### config.mk
export PLATFORM = sky130hd
export DESIGN_NAME = router_reg_param
export DESIGN_NICKNAME = d
export VERILOG_FILES = /design/src/rtl/router_reg_param.sv
export SDC_FILE = /design/constraint.sdc
export NUM_CORES = 1
export LEC_CHECK = 0
export CAP_MARGIN = 20
export CELL_PAD_IN_SITES_DETAIL_PLACEMENT = 0
export CELL_PAD_IN_SITES_GLOBAL_PLACEMENT = 1
export CORE_MARGIN = 1
export CORE_UTILIZATION = 30
export DETAILED_ROUTE_END_ITERATION = 6
export PLACE_DENSITY = 0.69
export SLEW_MARGIN = 10
export SYNTH_ARGS = -nofsm -noshare
export SYNTH_HDL_FRONTEND = slang
export SYNTH_SLANG_ARGS = --single-unit
### constraint.sdc
create_clock -name clk -period 2.3 [get_ports clk]
set_input_delay 0.23 -clock clk [delete_from_list [all_inputs] [get_ports clk]]
set_output_delay 0.23 -clock clk [all_outputs]
set_load 0.05 [all_outputs]
### src/rtl/router_reg_param.sv
// Router packet-datapath register: latches the header, forwards payload one cycle
// late, buffers one byte while the FIFO is full, and checks parity and length.
module router_reg_param #(
  parameter int DATA_W      = 8,
  parameter int ADDR_W      = 2,
  parameter int LEN_W       = 6,
  parameter int NUM_DEST    = 3,
  parameter int PARITY_MODE = 0
) (
  input  logic              clk,
  input  logic              rst,
  input  logic              pkt_valid,
  input  logic [DATA_W-1:0] din,
  input  logic              fifo_full,
  input  logic              detect_add,
  input  logic              lfd_state,
  input  logic              ld_state,
  input  logic              laf_state,
  input  logic              full_state,
  input  logic              rst_int_reg,
  output logic [DATA_W-1:0] dout,
  output logic              dout_valid,
  output logic              parity_done,
  output logic              low_pkt_valid,
  output logic              error,
  output logic              len_error
);

  localparam int CNT_W = LEN_W + 1;
  localparam logic [CNT_W-1:0] CNT_MAX = '1;

  logic [DATA_W-1:0] header_reg;
  logic [DATA_W-1:0] hold_reg;
  logic              hold_valid;
  logic              hold_is_par;
  logic [DATA_W-1:0] int_par;
  logic [DATA_W-1:0] pkt_par;
  logic [CNT_W-1:0]  byte_cnt;
  logic              parity_done_q;

  logic [ADDR_W-1:0] dest;
  logic              dest_ok;
  logic [LEN_W-1:0]  hdr_len;
  logic [CNT_W-1:0]  cnt_next;
  logic              take_hdr;
  logic              do_lfd;
  logic              do_data;
  logic              do_par;
  logic              do_drain;
  logic              check_now;

  // In full_state nothing moves: dout and the hold buffer simply persist.
  logic unused_full;
  assign unused_full = full_state;

  function automatic logic [DATA_W-1:0] par_f(input logic [DATA_W-1:0] a,
                                              input logic [DATA_W-1:0] b);
    if (PARITY_MODE == 1) return a + b;
    else                  return a ^ b;
  endfunction

  assign dest      = din[ADDR_W-1:0];
  assign dest_ok   = (32'(dest) < 32'(NUM_DEST));
  assign hdr_len   = header_reg[ADDR_W+LEN_W-1:ADDR_W];
  assign cnt_next  = (byte_cnt == CNT_MAX) ? byte_cnt : byte_cnt + CNT_W'(1);
  assign check_now = parity_done && !parity_done_q;

  // Priority decode of the one-hot state inputs.
  always_comb begin
    take_hdr = 1'b0;
    do_lfd   = 1'b0;
    do_data  = 1'b0;
    do_par   = 1'b0;
    do_drain = 1'b0;
    if (detect_add) begin
      take_hdr = pkt_valid && dest_ok;
    end else if (lfd_state) begin
      do_lfd = 1'b1;
    end else if (ld_state) begin
      do_data = pkt_valid;
      do_par  = !pkt_valid;
    end else if (laf_state) begin
      do_drain = hold_valid;
    end
  end

  always_ff @(posedge clk) begin
    if (rst) begin
      header_reg <= '0;
    end else if (take_hdr) begin
      header_reg <= din;
    end
  end

  always_ff @(posedge clk) begin
    if (rst) begin
      dout        <= '0;
      dout_valid  <= 1'b0;
      hold_reg    <= '0;
      hold_valid  <= 1'b0;
      hold_is_par <= 1'b0;
    end else begin
      dout_valid <= 1'b0;
      if (take_hdr) begin
        hold_valid <= 1'b0;
      end else if (do_lfd) begin
        dout       <= header_reg;
        dout_valid <= 1'b1;
      end else if (do_data || do_par) begin
        if (!fifo_full) begin
          dout       <= din;
          dout_valid <= 1'b1;
        end else begin
          hold_reg    <= din;
          hold_valid  <= 1'b1;
          hold_is_par <= do_par;
        end
      end else if (do_drain) begin
        dout       <= hold_reg;
        dout_valid <= 1'b1;
        hold_valid <= 1'b0;
      end
    end
  end

  always_ff @(posedge clk) begin
    if (rst) begin
      int_par  <= '0;
      pkt_par  <= '0;
      byte_cnt <= '0;
    end else if (take_hdr) begin
      int_par  <= '0;
      pkt_par  <= '0;
      byte_cnt <= '0;
    end else if (do_lfd) begin
      int_par <= par_f('0, header_reg);
    end else if (do_data) begin
      int_par  <= par_f(int_par, din);
      byte_cnt <= cnt_next;
    end else if (do_par && !fifo_full) begin
      pkt_par <= din;
    end else if (do_drain && hold_is_par) begin
      pkt_par <= hold_reg;
    end
  end

  // Checks run one cycle after parity_done rises; a new header wins over them.
  always_ff @(posedge clk) begin
    if (rst) begin
      parity_done   <= 1'b0;
      parity_done_q <= 1'b0;
      low_pkt_valid <= 1'b0;
      error         <= 1'b0;
      len_error     <= 1'b0;
    end else begin
      parity_done_q <= parity_done;
      if (check_now) begin
        error     <= (int_par != pkt_par);
        len_error <= (byte_cnt != {1'b0, hdr_len});
      end
      if (take_hdr) begin
        parity_done <= 1'b0;
        error       <= 1'b0;
        len_error   <= 1'b0;
      end else if (do_par && !fifo_full) begin
        parity_done <= 1'b1;
      end else if (do_drain && hold_is_par) begin
        parity_done <= 1'b1;
      end
      if (do_par) low_pkt_valid <= 1'b1;
      if (rst_int_reg) low_pkt_valid <= 1'b0;
    end
  end

endmodule

After elaboration in Yosys (flattened, before gate mapping) --
Cells that the tools add are included. W data, S select, Z words.
Storage, ports and cells: register bits after elaboration 55, latch bits 0, bits in writable memories 0, memory bits (read-only) 0, input port bits 18, logic and storage cells 75, memories kept 0
Cells by class: add/sub/neg operators 1, multipliers 0, div/mod/pow operators 0, $lt $le $gt $ge 1, eq/ne operators 5, shifts and indexed selects 0, muxes and demuxes 30, bitwise gates (word level) 5, reduce and logical (&&, ||, !) cells 19
Operators by type and width (number):
- $mux W8 | 8
- $mux W1 | 22
- $reduce_and A3 Y1 | 4
- $ne A8 B8 Y1 | 1
- $xor A8 B8 Y8 | 1
- $add A7 B1 Y7 const B | 1
- $eq A7 B7 Y1 const B | 1
- $ne A7 B6 Y1 | 1
- $reduce_bool A2 Y1 | 3
- $logic_and A1 B1 Y1 | 4
- $not A1 Y1 | 4
- $reduce_and A4 Y1 | 1
- $reduce_or A2 Y1 | 2
- $logic_not A1 Y1 | 3
- $ne A3 B3 Y1 const B | 1
- $reduce_bool A3 Y1 | 1
- $lt A2 B2 Y1 const B | 1
- $ne A2 B2 Y1 const B | 1
- $logic_or A1 B1 Y1 | 1

Longest topological paths before layout --
word-level depth 7, depth in mapped cells 6, mapped depth without buffers 5

Worst setup path after synthesis --
Ideal clock, no wire load.
path type register -> register, start point register parity_done, end point register len_error, setup time 0.118 ns, data arrival time 1.161 ns, required time 2.182 ns, slack 1.022 ns, cell stages (with the launch flop) 5, buffers on the path 0, cell sequence dfxtp_1 -> nor2b_1 -> nand4_1 -> nor3_1 -> nor2_1
Between the ends: word-level cells in the longest chain between the ends 1
RTL lines:
- from (decl) | RTL line 23 | output logic parity_done,
- from (signal assigned) | RTL line 150 | parity_done <= 1'b0;
- from (signal assigned) | RTL line 162 | parity_done <= 1'b0;
- from (signal assigned) | RTL line 166 | parity_done <= 1'b1;
- $logic_and A1 B1 Y1 | RTL line 66 | assign check_now = parity_done && !parity_done_q;
- to (signal assigned) | RTL line 159 | len_error <= (byte_cnt != {1'b0, hdr_len});
- to (decl) | RTL line 26 | output logic len_error
No other way between the ends. A chain may end at the register's enable or synchronous reset.

Final worst setup path --
start point register parity_done, end point output parity_done
No word-level cell between the ends.

==> summary.md <==
The signal on the critical path passes through clkdlybuf4s50_1. The worst path meets setup with 0.5819 ns of slack. The arrival time reported for the critical path endpoint was 1.49 ns. The core region is 0.008217 sq mm. For this design the static power due to leakage is 1.108 nW.

The clock passes through at most 2 buffers. The run gives 43 as the count of cell types in the netlist. Yosys mapped a number of flops with a built-in enable equal to 0. The top cell types in the final layout, fill and taps aside, are sky130_fd_sc_hd__dfxtp_1, sky130_fd_sc_hd__clkdlybuf4s50_1, sky130_fd_sc_hd__nor2_1. Input and output buffers added on the ports amount to 29. The synthesized netlist occupies a cell area of 0.002551 sq mm. The relative slew slack came out at 64.76%.

The mux contribution to synthesized area works out to 3.531%. The library cell used most frequently in the layout, excluding fill and tap cells, is sky130_fd_sc_hd__dfxtp_1. At the later pin of the worst-skew pair, clock insertion delay measures 0.32 ns. The via count normalized by instance count came out at 4.933. The Yosys step of the flow raised 0 warnings. Sequential elements use 43.16% of the synthesized area. Detailed routing inserted a total of 2003 vias. The average wire per standard cell works out to 14.28 um. Setup violations remaining at the end of the flow were counted as 0.

The logs give 0 for the number of max-cap violations and 0.7512 for the weighted congestion reported at the end of routability-driven placement. After synthesis the netlist holds a flip-flop and latch count of 55. The flow ran to the end, and the final reports show no timing, DRC or antenna violations. After synthesis, the largest family of logic cells by area is compound AO/OA/AOI/OAI gates.

The floorplan has 33 rows. The most common flop cell mapped by yosys is sky130_fd_sc_hd__dfxtp_1. The peak per-stage delay on the critical path was 0.82 ns; the net count after synthesis was 290. The placed instances occupy a cell area of 0.002948 sq mm. Setup repair after global routing left no endpoint under its margin. In the finished design, the share of the clock period the worst path needs comes to 74.70%.

Timing analysis after detailed placement gives a worst setup slack of 0.3326 ns. On the critical path, the stage with the largest delay is an instance of sky130_fd_sc_hd__clkdlybuf4s50_1. Post-synthesis instance total: 271. After synthesis, the share of flip-flops with an asynchronous set or reset is 0%. The run gives 0 as the quantity of gates resized following cts.

Between clock sinks in the finished design, the worst skew comes to 0.01625 ns. STA classifies the critical path startpoint as a flop. The tools report the final-report hold violation count as 0. The initial detailed-routing violation count is 75, and the xor-xnor portion of the synthesized cell area is 9.269%.

After global routing the overflow that remains totals 0. The area of the die came out at 0.008876 sq mm. The number of antenna violations at the first check in global routing was 0; the fraction of the core area covered by cells at the end of the flow was 37.03%. In this run the mean area of a mapped cell was 9.414 sq um. The logs give 31.05% for the effective utilization at floorplan and 1962 for the via count of the first global-routing pass. The logs give 1.838 mW for the sum of internal, switching and leakage power and 0.2968 mV for the worst ir drop on vdd.

The die is 94.22 um tall. Along the worst path, the maximum fanout reaches 4. The final layout contains 319 nets. STA classifies the critical path endpoint as a primary output. The run gives 2 as the H-tree level count. The overall global routing resource usage was 14.01%. Power per cell area: 604.2 mW/mm^2.

The tools report the final total negative setup slack as 0 ns. At the worst endpoint, the required time is 2.07 ns. The number of antenna diodes in the final layout is 0. Die outline width: 94.22 um. The final critical-path required period was 1.718 ns; the maximum number of pins on one net before global-route repair was 18. For this block, the routed nets add up to 5797 um of wire. The finished cells cover 0.003043 sq mm. The tools report the worst hold-check slack as 0.4493 ns. For the number of buffers inserted during clock tree synthesis, the log shows 5. The run gives 0 as the count of pins over their slew limit.

The synthesized netlist devotes 0.4904% of its cell area to adder and majority cells. For this run, the detailed router's first-pass iteration total came to 4. The run gives 0 as the number of nets with antenna violations after detailed routing. For this design, the CTS-stage hold fixing added 0 buffers. Summing the areas of all and, or, nand and nor instances in the mapped netlist gives 17.61% of the synthesized area. The number of setup buffers added after CTS is 0.

Summed over all nets, the half-perimeter wirelength after detailed placement is 4356 um. In the routed design, unresolved DRC markers number 0. After the flow finishes, the layout carries non-filler instances totaling 406.

Counting the fill cells in the layout gives 849. TritonCTS built the clock tree. Synthesis-to-layout area growth: 19.27%. For the pin with the worst max-slew slack, the measured transition is 0.5286 ns. Buffer and inverter count on the worst path: 1. After clock tree synthesis, the clock-pin slew on the worst setup and hold paths is 0.10 ns. The tree built by TritonCTS fans out to 55 sinks. The synthesized netlist devotes 22.46% of its cell area to compound gates.

The post-route netlist has 11.63% of its cells at a drive strength greater than 1. Type of the tightest min-delay check: input port to flop. 31 I/O pins were placed. The worst setup path category was flop to primary output. CTS placed an instance of sky130_fd_sc_hd__clkbuf_8 at the clock tree root. On the critical path the largest part of the delay comes from buffers and inverters. For this run, the top clock speed supported by timing is 582.0 MHz. The wire length of the first global-routing pass was 9625 um; the cell count after placement was 398.
==> metal layers <==
| metal | wire length, um | GRT usage (%) | up-vias |
|---|---|---|---|
| met5 | 0 | 0 | - |
| met3 | 222 | 3.155 | 7 |
| met1 | 2834 | 17.51 | 934 |
| li1 | - | - | 1024 |
| met2 | 2669 | 24.09 | 38 |
| met4 | 70 | 3.462 | 0 |
==> logic make-up after synthesis <==
family,after synthesis
XOR/XNOR,27
AND/OR/NAND/NOR,89
flip-flops,55
adder cells (fa/ha/maj),1
multiplexers,9
buffers and inverters,17
AO/OA/AOI/OAI,73
==> area by class of cell <==
class / instances / area, sq um / share of cell area [%]
clock buffer: 7 / 86.33 / 2.837
clock inverter: 1 / 8.758 / 0.2878
inverter: 3 / 11.26 / 0.3701
multi-input combinational: 199 / 1361 / 44.74
sequential: 55 / 1101 / 36.18
tap: 105 / 131.4 / 4.317
timing repair buffer: 36 / 342.8 / 11.27
==> where the power goes <==
group	total [mW]	switching [mW]	internal (mW)
registers	1.01	0.0248	0.982
clock network	0.567	0.320	0.248
logic	0.264	0.147	0.117
total	1.84	0.491	1.35
==> cell usage after synthesis (2+ instances only) <==
master / n / share of area (%)
sky130_fd_sc_hd__a211oi_1: 5 / 1.5
sky130_fd_sc_hd__a211oi_2: 2 / 0.98
sky130_fd_sc_hd__a21oi_1: 18 / 3.5
sky130_fd_sc_hd__a31oi_1: 2 / 0.49
sky130_fd_sc_hd__and3_1: 3 / 0.74
sky130_fd_sc_hd__buf_2: 5 / 0.98
sky130_fd_sc_hd__buf_4: 3 / 0.88
sky130_fd_sc_hd__clkbuf_1: 4 / 0.59
sky130_fd_sc_hd__dfxtp_1: 55 / 43
sky130_fd_sc_hd__inv_1: 3 / 0.44
sky130_fd_sc_hd__mux2i_1: 9 / 3.5
sky130_fd_sc_hd__nand2_1: 24 / 3.5
sky130_fd_sc_hd__nand2_2: 3 / 0.74
sky130_fd_sc_hd__nand2b_1: 11 / 2.7
sky130_fd_sc_hd__nand3_1: 5 / 0.98
sky130_fd_sc_hd__nand4_1: 3 / 0.74
sky130_fd_sc_hd__nand4_2: 2 / 0.98
sky130_fd_sc_hd__nor2_1: 26 / 3.8
sky130_fd_sc_hd__nor2b_1: 4 / 0.98
sky130_fd_sc_hd__nor3_1: 2 / 0.39
sky130_fd_sc_hd__o211ai_1: 10 / 2.9
sky130_fd_sc_hd__o21a_1: 9 / 2.6
sky130_fd_sc_hd__o21ai_0: 4 / 0.78
sky130_fd_sc_hd__o221a_2: 8 / 3.5
sky130_fd_sc_hd__o32a_1: 8 / 3.1
sky130_fd_sc_hd__xnor2_1: 11 / 3.8
sky130_fd_sc_hd__xor2_1: 16 / 5.5
==> final timing paths <==
check | start | end | slack (ns) | cells after the start
worst max-delay path | parity_done$_SDFFE_PP0P_ | parity_done | 0.58 | 1
worst min-delay path | rst_int_reg | low_pkt_valid$_SDFFE_PP0P_ | 0.45 | 2
worst max register to register | byte_cnt[0]$_SDFFE_PP0P_ | byte_cnt[1]$_SDFFE_PP0P_ | 0.82 | 5
worst min register to register | hold_reg[1]$_SDFFE_PP0P_ | hold_reg[1]$_SDFFE_PP0P_ | 0.48 | 2
No activity file was read; power rests on OpenSTA's default activity.
